### config.mk
export PLATFORM = sky130hd
export DESIGN_NAME = multicycle_ctrl
export DESIGN_NICKNAME = d
export VERILOG_FILES = /design/src/rtl/ctrl_pkg.sv /design/src/rtl/op_class_dec.sv /design/src/rtl/multicycle_ctrl.sv
export SDC_FILE = /design/constraint.sdc
export NUM_CORES = 1
export LEC_CHECK = 0
export BUFFER_PORTS_ARGS = -buffer_cell sky130_fd_sc_hd__buf_2
export CAP_MARGIN = 20
export CORE_MARGIN = 10
export CORE_UTILIZATION = 45
export CTS_CLUSTER_DIAMETER = 200
export DETAILED_ROUTE_END_ITERATION = 16
export PLACE_DENSITY_LB_ADDON = 0.25
export SLEW_MARGIN = 15
export SYNTH_ARGS = -nofsm -noshare
export SYNTH_HDL_FRONTEND = slang
export SYNTH_SLANG_ARGS = --single-unit
### constraint.sdc
create_clock -name i_clk -period 2.51 [get_ports i_clk]
set_clock_uncertainty 0.05 [all_clocks]
set_input_delay 0.502 -clock i_clk [delete_from_list [all_inputs] [get_ports i_clk]]
set_output_delay 0.502 -clock i_clk [all_outputs]
set_load 0.03 [all_outputs]
### src/rtl/ctrl_pkg.sv
// Shared types and constants for the multicycle LEGv8 control path.
// The opcode patterns are also consumed by the immediate sign-extender.
package ctrl_pkg;

  typedef enum logic [3:0] {
    FETCH,
    DECODE,
    EX_ADDR,
    MEM_RD,
    MEM_WB,
    MEM_WR,
    EX_R,
    EX_I,
    ALU_WB,
    BRANCH,
    JUMP,
    HALT
  } state_t;

  typedef enum logic [2:0] {
    MEM_LD,
    MEM_ST,
    RTYPE,
    ITYPE,
    CBZ,
    B,
    ILLEGAL
  } op_class_t;

  localparam logic [1:0] ALU_ADD   = 2'b00;
  localparam logic [1:0] ALU_PASSB = 2'b01;
  localparam logic [1:0] ALU_RTYPE = 2'b10;
  localparam logic [1:0] ALU_ITYPE = 2'b11;

  // instr[31:21] casez patterns; '?' marks bits belonging to the immediate
  localparam logic [10:0] OP_LDUR = 11'b11111000010;
  localparam logic [10:0] OP_STUR = 11'b11111000000;
  localparam logic [10:0] OP_ADD  = 11'b10001011000;
  localparam logic [10:0] OP_SUB  = 11'b11001011000;
  localparam logic [10:0] OP_AND  = 11'b10001010000;
  localparam logic [10:0] OP_ORR  = 11'b10101010000;
  localparam logic [10:0] OP_ADDI = 11'b1001000100?;
  localparam logic [10:0] OP_ANDI = 11'b1001001000?;
  localparam logic [10:0] OP_ORRI = 11'b1011001000?;
  localparam logic [10:0] OP_SUBI = 11'b1101000100?;
  localparam logic [10:0] OP_MOVZ = 11'b110100101??;
  localparam logic [10:0] OP_CBZ  = 11'b10110100???;
  localparam logic [10:0] OP_B    = 11'b000101?????;

endpackage

### src/rtl/op_class_dec.sv
// Combinational opcode classifier feeding the control FSM's DECODE state.
module op_class_dec
  import ctrl_pkg::*;
(
  input  logic [10:0] i_opcode,
  output op_class_t   o_class
);

  always_comb begin
    o_class = ILLEGAL;
    casez (i_opcode)
      OP_LDUR: o_class = MEM_LD;
      OP_STUR: o_class = MEM_ST;
      OP_ADD,
      OP_SUB,
      OP_AND,
      OP_ORR:  o_class = RTYPE;
      OP_ADDI,
      OP_ANDI,
      OP_ORRI,
      OP_SUBI,
      OP_MOVZ: o_class = ITYPE;
      OP_CBZ:  o_class = CBZ;
      OP_B:    o_class = B;
      default: o_class = ILLEGAL;
    endcase
  end

endmodule

### src/rtl/multicycle_ctrl.sv
// Multicycle LEGv8 control FSM: sequences fetch/decode/execute/memory/writeback,
// handshakes with the unified memory port and counts retired instructions.
module multicycle_ctrl
  import ctrl_pkg::*;
#(
  parameter int CNT_W = 32
) (
  input  logic             i_clk,
  input  logic             i_reset_n,
  input  logic [10:0]      i_opcode,
  input  logic             i_zero,
  input  logic             i_mem_ready,
  output logic             o_mem_read,
  output logic             o_mem_write,
  output logic             o_ir_write,
  output logic             o_pc_write,
  output logic             o_pc_src,
  output logic             o_reg_write,
  output logic             o_alu_src,
  output logic             o_mem_to_reg,
  output logic [1:0]       o_alu_op,
  output logic             o_halted,
  output logic [CNT_W-1:0] o_retired
);

  state_t           r_state;
  state_t           w_next;
  op_class_t        r_class;
  op_class_t        w_class;
  logic [CNT_W-1:0] r_retired;
  logic             w_retire;

  op_class_dec u_op_class_dec (
    .i_opcode (i_opcode),
    .o_class  (w_class)
  );

  // The class is captured in DECODE so EX_ADDR and ALU_WB know which path they are on
  always_ff @(posedge i_clk or negedge i_reset_n) begin
    if (!i_reset_n) begin
      r_state <= FETCH;
      r_class <= ILLEGAL;
    end else begin
      r_state <= w_next;
      if (r_state == DECODE) begin
        r_class <= w_class;
      end
    end
  end

  always_comb begin
    w_next = r_state;
    case (r_state)
      FETCH:   if (i_mem_ready) w_next = DECODE;
      DECODE: begin
        case (w_class)
          MEM_LD, MEM_ST: w_next = EX_ADDR;
          RTYPE:          w_next = EX_R;
          ITYPE:          w_next = EX_I;
          CBZ:            w_next = BRANCH;
          B:              w_next = JUMP;
          default:        w_next = HALT;
        endcase
      end
      EX_ADDR: w_next = (r_class == MEM_ST) ? MEM_WR : MEM_RD;
      MEM_RD:  if (i_mem_ready) w_next = MEM_WB;
      MEM_WB:  w_next = FETCH;
      MEM_WR:  if (i_mem_ready) w_next = FETCH;
      EX_R:    w_next = ALU_WB;
      EX_I:    w_next = ALU_WB;
      ALU_WB:  w_next = FETCH;
      BRANCH:  w_next = FETCH;
      JUMP:    w_next = FETCH;
      HALT:    w_next = HALT;
      default: w_next = FETCH;
    endcase
  end

  // An instruction retires on each entry into FETCH; waiting in FETCH is not an entry
  assign w_retire = (r_state != FETCH) && (w_next == FETCH);

  always_ff @(posedge i_clk or negedge i_reset_n) begin
    if (!i_reset_n) begin
      r_retired <= '0;
    end else if (w_retire) begin
      r_retired <= r_retired + CNT_W'(1);
    end
  end

  assign o_retired = r_retired;

  always_comb begin
    o_mem_read   = 1'b0;
    o_mem_write  = 1'b0;
    o_ir_write   = 1'b0;
    o_pc_write   = 1'b0;
    o_pc_src     = 1'b0;
    o_reg_write  = 1'b0;
    o_alu_src    = 1'b0;
    o_mem_to_reg = 1'b0;
    o_alu_op     = ALU_ADD;
    o_halted     = 1'b0;
    case (r_state)
      FETCH: begin
        o_mem_read = 1'b1;
        o_ir_write = i_mem_ready;
        o_pc_write = i_mem_ready;
      end
      EX_ADDR: begin
        o_alu_src = 1'b1;
        o_alu_op  = ALU_ADD;
      end
      MEM_RD:  o_mem_read = 1'b1;
      MEM_WB: begin
        o_reg_write  = 1'b1;
        o_mem_to_reg = 1'b1;
      end
      MEM_WR:  o_mem_write = 1'b1;
      EX_R:    o_alu_op = ALU_RTYPE;
      EX_I: begin
        o_alu_src = 1'b1;
        o_alu_op  = ALU_ITYPE;
      end
      // Operand selection is held through writeback so the ALU result stays stable
      ALU_WB: begin
        o_reg_write = 1'b1;
        if (r_class == ITYPE) begin
          o_alu_src = 1'b1;
          o_alu_op  = ALU_ITYPE;
        end else begin
          o_alu_op  = ALU_RTYPE;
        end
      end
      BRANCH: begin
        o_alu_op   = ALU_PASSB;
        o_pc_write = i_zero;
        o_pc_src   = 1'b1;
      end
      JUMP: begin
        o_pc_write = 1'b1;
        o_pc_src   = 1'b1;
      end
      HALT:    o_halted = 1'b1;
      default: o_halted = 1'b0;
    endcase
  end

endmodule

Word-level counts from Yosys, hierarchy flattened:

Cells that the tools add are included.
W data, S select, Z words.

* flip-flop bits (word level): 39
* output and inout bits: 43
* bits of input ports: 15

* add/sub/neg operators: 1
* equality and inequality tests: 31
* reduce and logical (&&, ||, !) cells: 13
* multiplexer cells: 19

Operators by type and width (number)
* $eq A11 B11 Y1 const B: 6
* $eq A10 B10 Y1 const B: 4
* $add A32 B1 Y32 const B: 1
* $pmux W4 S7: 1
* $pmux W4 S5: 1
* $pmux W3 S6: 1
* $eq A4 B3 Y1 const B: 4
* $eq A4 B4 Y1 const B: 4
* $mux W4: 3
* $reduce_or A2 Y1: 6
* $eq A3 B2 Y1 const B: 3
* $eq A9 B9 Y1 const B: 1
* $mux W1: 9
* $eq A4 B2 Y1 const B: 2
* $eq A8 B8 Y1 const B: 1
* $logic_not A4 Y1: 2
* $pmux W2 S4: 1
* $eq A3 B1 Y1 const B: 2
* $eq A3 B3 Y1 const B: 2
* $eq A6 B3 Y1 const B: 1
* $reduce_or A5 Y1: 1
* $eq A4 B1 Y1 const B: 1
* $reduce_bool A4 Y1: 1
* $reduce_or A4 Y1: 1
* other kinds (5): 5

Longest topological paths before layout:

Gate-level depths: netlist of run 1.

* depth in word-level cells: 9
* mapped depth: 13
* gate-level depth less buffers: 12

Cells and area by module:

A second synthesis of run 1 with hierarchy kept.

* cell total of the unflattened synthesis: 227
* area total of the unflattened synthesis: 2240.9 um^2

Modules (own cells, without submodules)
* multicycle_ctrl: area an instance 2079.5 um^2, instances 1, cells an instance 205, sequential area each 978.4 um^2
* op_class_dec: area an instance 161.4 um^2, instances 1, cells an instance 22, sequential area each 0.0 um^2

Worst setup path before layout of run 1:

No wires, ideal clock.

* kind: input port to flip-flop
* from: input port i_opcode[1]
* to: register r_retired[11] (netlist: o_retired[11])
* arrival: 3.430 ns
* path slack: -1.105 ns
* required time: 2.326 ns
* stages on the path: 13
* cell sequence: or3b_1 -> or4_1 -> o211ai_2 -> inv_1 -> ha_1 -> o21bai_1 -> o22ai_1 -> a211oi_1 -> o31a_1 -> nor4_4 -> buf_6 -> nand4_1 -> xnor2_1

* cells in the longest elaborated chain, start to end: 9

Ends and longest elaborated chain
* start, declared: line multicycle_ctrl.sv:10 `input logic [10:0] i_opcode,`
* $eq A10 B10 Y1 / $eq A11 B11 Y1 (equally long branches): line op_class_dec.sv:11 `casez (i_opcode)`
* $reduce_or A5 Y1 / $reduce_or A4 Y1 (equally long branches): line op_class_dec.sv:11
* $pmux W3 S6 (*): line op_class_dec.sv:11
* $eq A3 B1 Y1 / $logic_not A3 Y1 (equally long branches): line multicycle_ctrl.sv:56 `case (w_class)`
* $reduce_or A2 Y1: line multicycle_ctrl.sv:56
* $pmux W4 S5 (*): line multicycle_ctrl.sv:56
* $pmux W4 S7 (*): line multicycle_ctrl.sv:53 `case (r_state)`
* $logic_not A4 Y1 (*): line multicycle_ctrl.sv:80 `assign w_retire = (r_state != FETCH) && (w_next == FETCH);`
* $logic_and A1 B1 Y1 (*): line multicycle_ctrl.sv:80
* end signal, assigned: line multicycle_ctrl.sv:86 `r_retired <= r_retired + CNT_W'(1);`
* end, declared: line multicycle_ctrl.sv:30 `logic [CNT_W-1:0] r_retired;`

Mark *: on every way between the ends. The rest lies on a longest branch, timed or not.
A chain may end at the register's enable or synchronous reset.

Worst setup path after layout of run 1:

* from: input port i_opcode[1]
* to: register r_retired[11] (netlist: o_retired[11])

* cells in the longest elaborated chain, start to end: 9

Ends and longest elaborated chain
* $eq A10 B10 Y1 / $eq A11 B11 Y1 (equally long branches): line op_class_dec.sv:11
* $reduce_or A5 Y1 / $reduce_or A4 Y1 (equally long branches): line op_class_dec.sv:11
* $pmux W3 S6 (*): line op_class_dec.sv:11
* $eq A3 B1 Y1 / $logic_not A3 Y1 (equally long branches): line multicycle_ctrl.sv:56
* $reduce_or A2 Y1: line multicycle_ctrl.sv:56
* $pmux W4 S5 (*): line multicycle_ctrl.sv:56
* $pmux W4 S7 (*): line multicycle_ctrl.sv:53
* named net w_next[3]: line multicycle_ctrl.sv:27 `state_t w_next;`
* $logic_not A4 Y1 (*): line multicycle_ctrl.sv:80
* $logic_and A1 B1 Y1 (*): line multicycle_ctrl.sv:80

Mark *: on every way through the listed nets, which the timed path passes. The rest lies on a longest branch.

==> impl_metrics.yaml, run 1 <==
setup_path:
  cp.required_ns: 2.64
  crit_family: "simple AND/OR/NAND/NOR gates"
  slowest_delay_ns: 0.43
  r2r-end: "o_retired[6]"
  rr_startpoint: "r_state[2]"
  cp_num_buf_inv: 3
  crit_fanout: 7
  cp.arrival_ns: 3.40
  cp-endpoint: "o_retired[11]"
  critPathLaunch: "i_opcode[1]"
  crit_slowest_cell: "or4_4"
  cp_cell_sequence: "buf_6 > or3b_4 > or4_4 > o211ai_4 > inv_2 > ha_4 > o21bai_4 > o22ai_2 > a21oi_2 > o31a_1 > nor4_4 > clkbuf_16 > nand4_1 > xnor2_1"
  end_kind: "flip-flop"
  start_kind: "input port"
  crit_cells: 14
  r2r_setup_slack_ns: -0.07
  critical_path_class: "input port to flip-flop"
  reg2reg_depth: 10
finish:
  area_growth_pct: 46.1
  instances_no_fill: 403
  diodes: 0
  drive_above_1_share: 0.477
  fillers: 379
  nNetsFinal: 352
synth:
  synth_most_common_cell: "dfrtp_1"
  synthFlopType: "dfrtp_1"
  syn_area_um2: 2360
  yosys.area_share.xor_xnor: 0.122
  synth_nets: 257
  ys_types: 54
  synth-adder-area-share: 0.0265
  ys_seq_area_frac: 0.415
  synth_common_cells: "37 x dfrtp_1, 31 x xnor2_1, 21 x nand2_1"
  synth_top_area_frac: 0.392
  yosys-top-cells-area: "dfrtp_1 39%, xnor2_1 12%, nand2_1 3.3%"
  synth.area.mux_share: 0.0143
  ys_seq_elements: 39
  yosysTopAreaCell: "dfrtp_1"
  synth-edff-count: 0
  synth_top_family_by_area: "simple AND/OR/NAND/NOR gates"
  ys_warn_count: 0
  avgSynthCellArea_um2: 9.96
  synth_simple_gate_area_frac: 0.289
  synthArstFlopShare: 1.00
  synth-compound-area-share: 0.102
  syn_inst: 237
cts:
  cts_tree: "yes"
  hold_buffers: 0
  numCtsBuffers: 5
  cts-root-buf: "clkbuf_8"
  cts.path.max_buffers: 2
  h-tree-depth: 2
  path_clk_slew_ns: 0.07
  cts_sinks: 39
  worstSkewPairLatency_ns: 0.28
sta:
  hold_viol: 0
  worst-slew-pin-transition_ns: 0.854
  relSlewSlack: 0.431
  period_minus_slack_ns: 3.28
  rsz0062_at_grt: "true"
  setup_violations: 34
  fin_crit_sh: 1.31
  finalWorstSetupSlack_ns: -0.769
  drv_slew: 0
  max_freq_mhz: 305
place:
  place_inst: 384
  io_buffers: 57
  place_ws_ns: -1.06
  hpwl_um: 4360
  place_congestion: 0.852
routing:
  dr.pass1.iters: 4
  drtIter0Drc: 59
  via_per_inst: 5.24
  wire_per_inst_um: 15.5
  remaining_drc_errors: 0
  wl_um: 6240
  vias: 2111
  ant_nets: 0
floorplanning:
  die_h_um: 92.4
  core-area_um2: 5110
  row_count: 26
  start_util: 0.462
  ios: 58
  die_area_um2: 8540
  die_w_um: 92.4
power_and_ir_drop:
  clkPwrFrac: 0.135
  p_int_uw: 1700
  power_density_nw_per_um2: 869
  power_leakage_uw: 0.00165
  power.total_uw: 2990
  vdd_drop_max_mv: 0.753
  p_comb_frac: 0.583
  power_frac_seq: 0.282
  p_sw_frac: 0.432
  p_sw_uw: 1290
grt:
  grt_pass1_vias: 2042
  antenna_found_initial: 0
  track_usage: 0.131
  grt_overflow: 0
  grt_pass1_wl_um: 9590
  grt_max_degree: 40
run:
  drv_cap: 0
status:
  violations: "negative setup slack"
  outcome: "finished, violations left"
min_path:
  hold_path.class: "input port to asynchronous set/reset pin"
stage by stage:
stage | utilization | cell area (um2) | TNS (ns) | hold WS [ns]
3_5_place_dp | 0.586 | 2990 | -33.44 | 0.413
6_report | 0.675 | 3450 | -22.21 | 0.268
5_1_grt | 0.675 | 3450 | -25.52 | 0.329
4_1_cts | 0.617 | 3150 | -20.83 | 0.296
2_1_floorplan | - | 2430 | -28.36 | 0.156
3_3_place_gp | 0.586 | 2990 | -31.23 | 0.399
worst reg2reg max path, cell delays in order (launching register included):
cell      delay, ns
dfrtp_1        0.44
or4b_2         0.72
a21oi_1        0.16
nand2_1        0.12
o211ai_4       0.25
buf_4          0.17
nor4_4         0.04
buf_4          0.16
buf_12         0.14
nand4_1        0.11
xnor2_1        0.14
kinds of logic after synthesis:
kind of cell / count (synthesis)
XOR/XNOR: 33
AND/OR/NAND/NOR: 109
multiplexers: 3
buffers and inverters: 16
flip-flops: 39
adder cells (fa/ha/maj): 5
AO/OA/AOI/OAI: 32
state kept, by name, summed over array words and instances (netlist names):
name       flops
r_state        4
r_class        3
o_retired     32
cell type report:
class | instances | area (um2) | share of cell area
Clock buffer | 6 | 72.6 | 0.0211
Clock inverter | 2 | 12.5 | 0.00363
Inverter | 7 | 26.3 | 0.00762
Multi-Input combinational cell | 182 | 1590 | 0.461
Sequential cell | 39 | 978 | 0.284
Tap cell | 70 | 87.6 | 0.0254
Timing Repair Buffer | 97 | 681 | 0.197
what timing repair did:
action	4_1_cts	5_1_grt
pin swaps	3	25
cloned	0	2
setup endpoints to repair	34	35
buffers inserted	3	7
resized for setup	9	34
how the worst min path moves through the flow:
| stage | from | to | slack [ns] | cells after the start |
|---|---|---|---|---|
| 2_1_floorplan | i_reset_n | o_retired[0] | 0.16 | 0 |
| 3_3_place_gp | o_retired[31] | o_retired[31] | 0.40 | 1 |
| 3_5_place_dp | o_retired[31] | o_retired[31] | 0.41 | 1 |
| 4_1_cts | i_reset_n | o_retired[17] | 0.30 | 1 |
| 5_1_grt | i_reset_n | o_retired[14] | 0.33 | 1 |
| 6_report | i_reset_n | o_retired[16] | 0.27 | 1 |
layer usage:
metal	vias up	global-route usage	part of all wire
met4	0	0.0347	0.011
met5	-	0	0
met2	49	0.208	0.48
met3	6	0.0379	0.060
li1	1059	-	-
met1	997	0.171	0.45
placed cells by master (no fill, tap or decap), types with 6 or more instances in the layout:
cell / n
buf_2: 54
dfrtp_1: 37
buf_4: 34
xnor2_1: 24
nand2_1: 16
nand4_1: 9
nor2_1: 8
nand2b_1: 8
and3_1: 7
nand3_2: 7
xnor2_2: 7
inv_1: 6
nor3_1: 6
power by group through the flow:
stage / registers (uW) / logic, uW / clock network, uW
after floorplan: 915 / 885 / 0
after global placement: 834 / 1380 / 0
after detailed placement: 840 / 1380 / 0
after CTS: 828 / 1480 / 415
after global routing: 864 / 1880 / 433
final: 846 / 1740 / 404
Note: power is estimated with default switching activity, not from simulation.
==> run 2, diff against run 1 <==
--- a/config.mk
+++ b/config.mk
@@ -12,6 +12,8 @@
 export CTS_CLUSTER_DIAMETER = 200
 export DETAILED_ROUTE_END_ITERATION = 16
 export PLACE_DENSITY_LB_ADDON = 0.25
+export RECOVER_POWER = 50
+export SETUP_SLACK_MARGIN = 0.2
 export SLEW_MARGIN = 15
 export SYNTH_ARGS = -nofsm -noshare
 export SYNTH_HDL_FRONTEND = slang
==> impl_metrics.yaml, run 2 (synthesis gave the netlist of run 1 again) <==
setup_path:
  slowest_delay_ns: 0.53
  crit_slowest_cell: "or4_4"
  crit_fanout: 7
  start_kind: "input port"
  cp.required_ns: 2.64
  cp_num_buf_inv: 4
  end_kind: "flip-flop"
  cp.arrival_ns: 3.36
  cp_cell_sequence: "buf_2 > mux2_4 > or4_4 > o211ai_4 > inv_2 > ha_4 > o21bai_1 > o22ai_2 > a21oi_2 > o31a_1 > nor4_4 > buf_4 > buf_12 > nand4_1 > xnor2_1"
  critical_path_class: "input port to flip-flop"
  crit_family: "simple AND/OR/NAND/NOR gates"
power_and_ir_drop:
  p_sw_uw: 1320
  p_int_uw: 1700
  power.total_uw: 3010
  vdd_drop_max_mv: 0.678
  p_sw_frac: 0.438
  p_comb_frac: 0.576
  clkPwrFrac: 0.146
  power_leakage_uw: 0.00157
  power_frac_seq: 0.278
  power_density_nw_per_um2: 897
grt:
  grt_pass1_wl_um: 9750
  grt_overflow: 0
  grt_max_degree: 40
  grt_pass1_vias: 2120
  antenna_found_initial: 0
  track_usage: 0.135
cts:
  hold_buffers: 0
  worstSkewPairLatency_ns: 0.29
  h-tree-depth: 2
  numCtsBuffers: 5
  cts_tree: "yes"
  path_clk_slew_ns: 0.09
  cts-root-buf: "clkbuf_8"
  cts_sinks: 39
  cts.path.max_buffers: 2
finish:
  layout_commonest_cell: "buf_2"
  fillers: 405
  diodes: 0
  nNetsFinal: 353
  design_area_um2: 3360
  final_cell_mix: "47 x buf_2, 37 x dfrtp_1, 36 x buf_4, 29 x xnor2_1, 16 x nand2_1"
  area_growth_pct: 42.5
  largest_register_ffs: 32
  drive_above_1_share: 0.452
status:
  violations: "max-capacitance violations, max-slew violations, negative setup slack"
  outcome: "finished, violations left"
place:
  place_congestion: 0.813
  hpwl_um: 4420
  dpl-instance-area_um2: 3000
  io_buffers: 57
floorplanning:
  die_area_um2: 8540
  core-area_um2: 5110
  start_util: 0.462
  row_count: 26
  die_h_um: 92.4
  ios: 58
  die_w_um: 92.4
sta:
  worst-slew-pin-transition_ns: 2.02
  relSlewSlack: -0.343
  setup_violations: 34
  drv_slew: 40
  max_freq_mhz: 309
  period_minus_slack_ns: 3.23
  hold_viol: 0
  rsz0062_at_grt: "true"
  finalWorstSetupSlack_ns: -0.722
  fin_crit_sh: 1.29
routing:
  wl_um: 6370
  wire_per_inst_um: 15.8
  drtIter0Drc: 67
  dr.pass1.iters: 4
  remaining_drc_errors: 0
  via_per_inst: 5.34
  ant_nets: 0
  vias: 2156
run:
  drv_cap: 1
min_path:
  hold_path.class: "flip-flop to flip-flop"
[run 2: changes by cell type in the layout (fill, tap and decap cells not counted), sizes merged]
cell and change:
clkinvlp +1, clkinv -1, inv +1, buf -4, clkbuf +4
[run 2: final timing paths]
check | slack (ns) | startpoint | to | depth (start not counted)
max | -0.72 | i_opcode[9] | o_retired[24] | 15
min | 0.41 | o_retired[31] | o_retired[31] | 1
max reg2reg | -0.03 | r_state[2] | o_retired[24] | 11
min reg2reg | 0.41 | o_retired[31] | o_retired[31] | 1
max in group asynchronous | 0.54 | i_reset_n | r_state[0] | 1
min in group asynchronous | 0.73 | i_reset_n | o_retired[16] | 1
[run 2: final cells by class]
| cell class | count | area, um2 | area share |
|---|---|---|---|
| sequential | 39 | 978 | 0.291 |
| clock inverter | 3 | 23.8 | 0.00707 |
| multi-input combinational | 182 | 1520 | 0.453 |
| clock buffer | 5 | 68.8 | 0.0205 |
| inverter | 7 | 26.3 | 0.00782 |
| tap | 70 | 87.6 | 0.0261 |
| timing repair buffer | 98 | 656 | 0.195 |
[run 2: what timing repair did]
item	CTS	global route
endpoints found under the setup margin	38	41
buffers inserted	5	5
pin swaps	14	18
gates resized for setup	11	28
gates cloned	1	0
[run 2: metrics by stage]
stage / setup WS [ns] / cells / hold slack (ns) / utilization / TNS [ns]
2_1_floorplan: -0.971 / 237 / 0.156 / - / -28.36
6_report: -0.722 / 404 / 0.412 / 0.658 / -20.89
3_5_place_dp: -1.08 / 385 / 0.404 / 0.587 / -33.71
4_1_cts: -0.746 / 399 / 0.291 / 0.629 / -20.50
3_3_place_gp: -0.978 / 385 / 0.397 / 0.587 / -31.03
5_1_grt: -0.774 / 404 / 0.448 / 0.658 / -23.93
[run 2: layer usage]
layer  GRT usage  share of wire  vias up
li1            -              -     1055
met1       0.164           0.44     1046
met2       0.219           0.49       49
met3      0.0484          0.061        6
met4      0.0398         0.0061        0
met5           0              0        -
[run 2: power by group through the flow]
stage	Combinational, uW	Clock [uW]	Sequential (uW)
floorplan	894	0	915
global placement	1380	0	837
detailed placement	1390	0	844
CTS	1570	458	833
global route	1880	473	852
finish	1740	439	838
==> run 3, diff against run 2 <==
--- a/config.mk
+++ b/config.mk
@@ -8,7 +8,7 @@
 export BUFFER_PORTS_ARGS = -buffer_cell sky130_fd_sc_hd__buf_2
 export CAP_MARGIN = 20
 export CORE_MARGIN = 10
-export CORE_UTILIZATION = 45
+export CORE_UTILIZATION = 53
 export CTS_CLUSTER_DIAMETER = 200
 export DETAILED_ROUTE_END_ITERATION = 16
 export PLACE_DENSITY_LB_ADDON = 0.25
==> impl_metrics.yaml, run 3 (synthesis gave the netlist of run 1 again) <==
status:
  outcome: "finished, violations left"
  violations: "max-capacitance violations, max-slew violations, negative setup slack"
place:
  place_ws_ns: -1.09
  io_buffers: 57
  place_congestion: 0.819
  place_inst: 370
  hpwl_um: 4340
floorplanning:
  start_util: 0.546
  ios: 58
  die_h_um: 86.7
  die_area_um2: 7520
  die_w_um: 86.7
  row_count: 24
  core-area_um2: 4320
setup_path:
  r2r_setup_slack_ns: 0.06
  start_kind: "input port"
  cp.arrival_ns: 3.40
  cp.required_ns: 2.64
  reg2reg_depth: 9
  critical_path_class: "input port to flip-flop"
  end_kind: "flip-flop"
  r2r-end: "o_retired[24]"
  rr_startpoint: "r_state[1]"
  crit_fanout: 7
routing:
  wire_per_inst_um: 17.1
  wl_um: 6830
  via_per_inst: 5.73
  remaining_drc_errors: 0
  vias: 2292
  dr.pass1.iters: 4
  top_layer: "met4"
  wl_met2_um: 3360
  wl_met1_um: 2900
  ant_nets: 0
  drtIter0Drc: 141
  dr_wl_met3_um: 450
finish:
  layout_commonest_cell: "buf_2"
  diodes: 0
  final_cell_mix: "47 x buf_2, 43 x buf_4, 36 x dfrtp_1, 28 x xnor2_1, 15 x nand2_1"
  drive_above_1_share: 0.489
  area_growth_pct: 50.1
  largest_register_ffs: 32
  instances_no_fill: 400
  final_util: 0.819
  nNetsFinal: 367
sta:
  worst-slew-pin-transition_ns: 2.01
  max_freq_mhz: 306
  rsz0062_at_grt: "true"
  hold_viol: 0
  whs_ns: 0.416
  drv_slew: 40
  period_minus_slack_ns: 3.27
  fin_crit_sh: 1.30
  setup_violations: 35
  finalWorstSetupSlack_ns: -0.762
  setup_tns_ns: -22.95
  relSlewSlack: -0.343
cts:
  hold_buffers: 0
  cts_tree: "yes"
  cts.path.max_buffers: 2
  path_clk_slew_ns: 0.07
  h-tree-depth: 2
  cts-root-buf: "clkbuf_8"
  cts_sinks: 39
  numCtsBuffers: 5
  worstSkewPairLatency_ns: 0.29
grt:
  grt_pass1_wl_um: 10400
  track_usage: 0.168
  grt_max_degree: 40
  antenna_found_initial: 0
  grt_overflow: 0
  grt_pass1_vias: 2165
power_and_ir_drop:
  power_leakage_uw: 0.00168
  vdd_drop_max_mv: 0.846
  power_density_nw_per_um2: 831
min_path:
  hold_path.class: "flip-flop to flip-flop"
  hold_end: "o_retired[31]"
  holdPathStages: 1
  hold_start: "o_retired[31]"
run:
  drv_cap: 1
run 3: final cells by class:
class / instances / area [um2]
tap: 52 / 65.1
sequential: 39 / 980
inverter: 7 / 26.3
fill: 267 / 783
clock inverter: 3 / 15.0
timing repair buffer: 112 / 800
multi-input combinational: 182 / 1590
clock buffer: 5 / 68.8
run 3: per-layer routing:
layer	GRT usage	vias up
met5	0	-
li1	-	1090
met3	0.0619	13
met2	0.274	80
met4	0.0457	0
met1	0.201	1109
run 3: how the worst max path moves through the flow:
stage                      startpoint       endpoint  slack [ns]  depth (start not counted)
after floorplan           i_opcode[1]  o_retired[11]       -0.97                         13
final                     i_opcode[2]   o_retired[6]       -0.76                         15
after detailed placement  i_opcode[1]  o_retired[13]       -1.09                         14
after CTS                 i_opcode[1]  o_retired[24]       -0.74                         14
after global placement    i_opcode[1]   o_retired[6]       -0.97                         14
after global routing      i_opcode[2]  o_retired[24]       -0.86                         15
run 3: worst max-delay path, cell delays in order:
cell and delay, ns:
buf_6 0.09, or3b_4 0.39, or4_4 0.45, o211ai_4 0.11, inv_2 0.07, ha_4 0.18, o21bai_4 0.17, o22ai_4 0.12
a21oi_2 0.06, o31a_1 0.38, nor4_4 0.29, buf_4 0.18, buf_12 0.13, nand4_1 0.12, xnor2_1 0.15
run 3: power breakdown:
group | internal (uW) | total, uW | switching (uW)
registers | 731 | 830 | 99.5
logic | 716 | 1700 | 989
clock network | 190 | 407 | 217
total | 1640 | 2940 | 1310
run 3: timing repair:
action / in CTS / in global routing
buffers inserted: 12 / 9
pin swaps: 8 / 22
cloned: 0 / 1
gates resized for setup: 21 / 38
endpoints found under the setup margin: 37 / 43
run 3: stage by stage:
step,instance area (um2),total power (uW)
3_5_place_dp,3010,2240
5_1_grt,3540,3100
3_3_place_gp,3010,2220
2_1_floorplan,2440,1810
4_1_cts,3260,2770
6_report,3540,2940
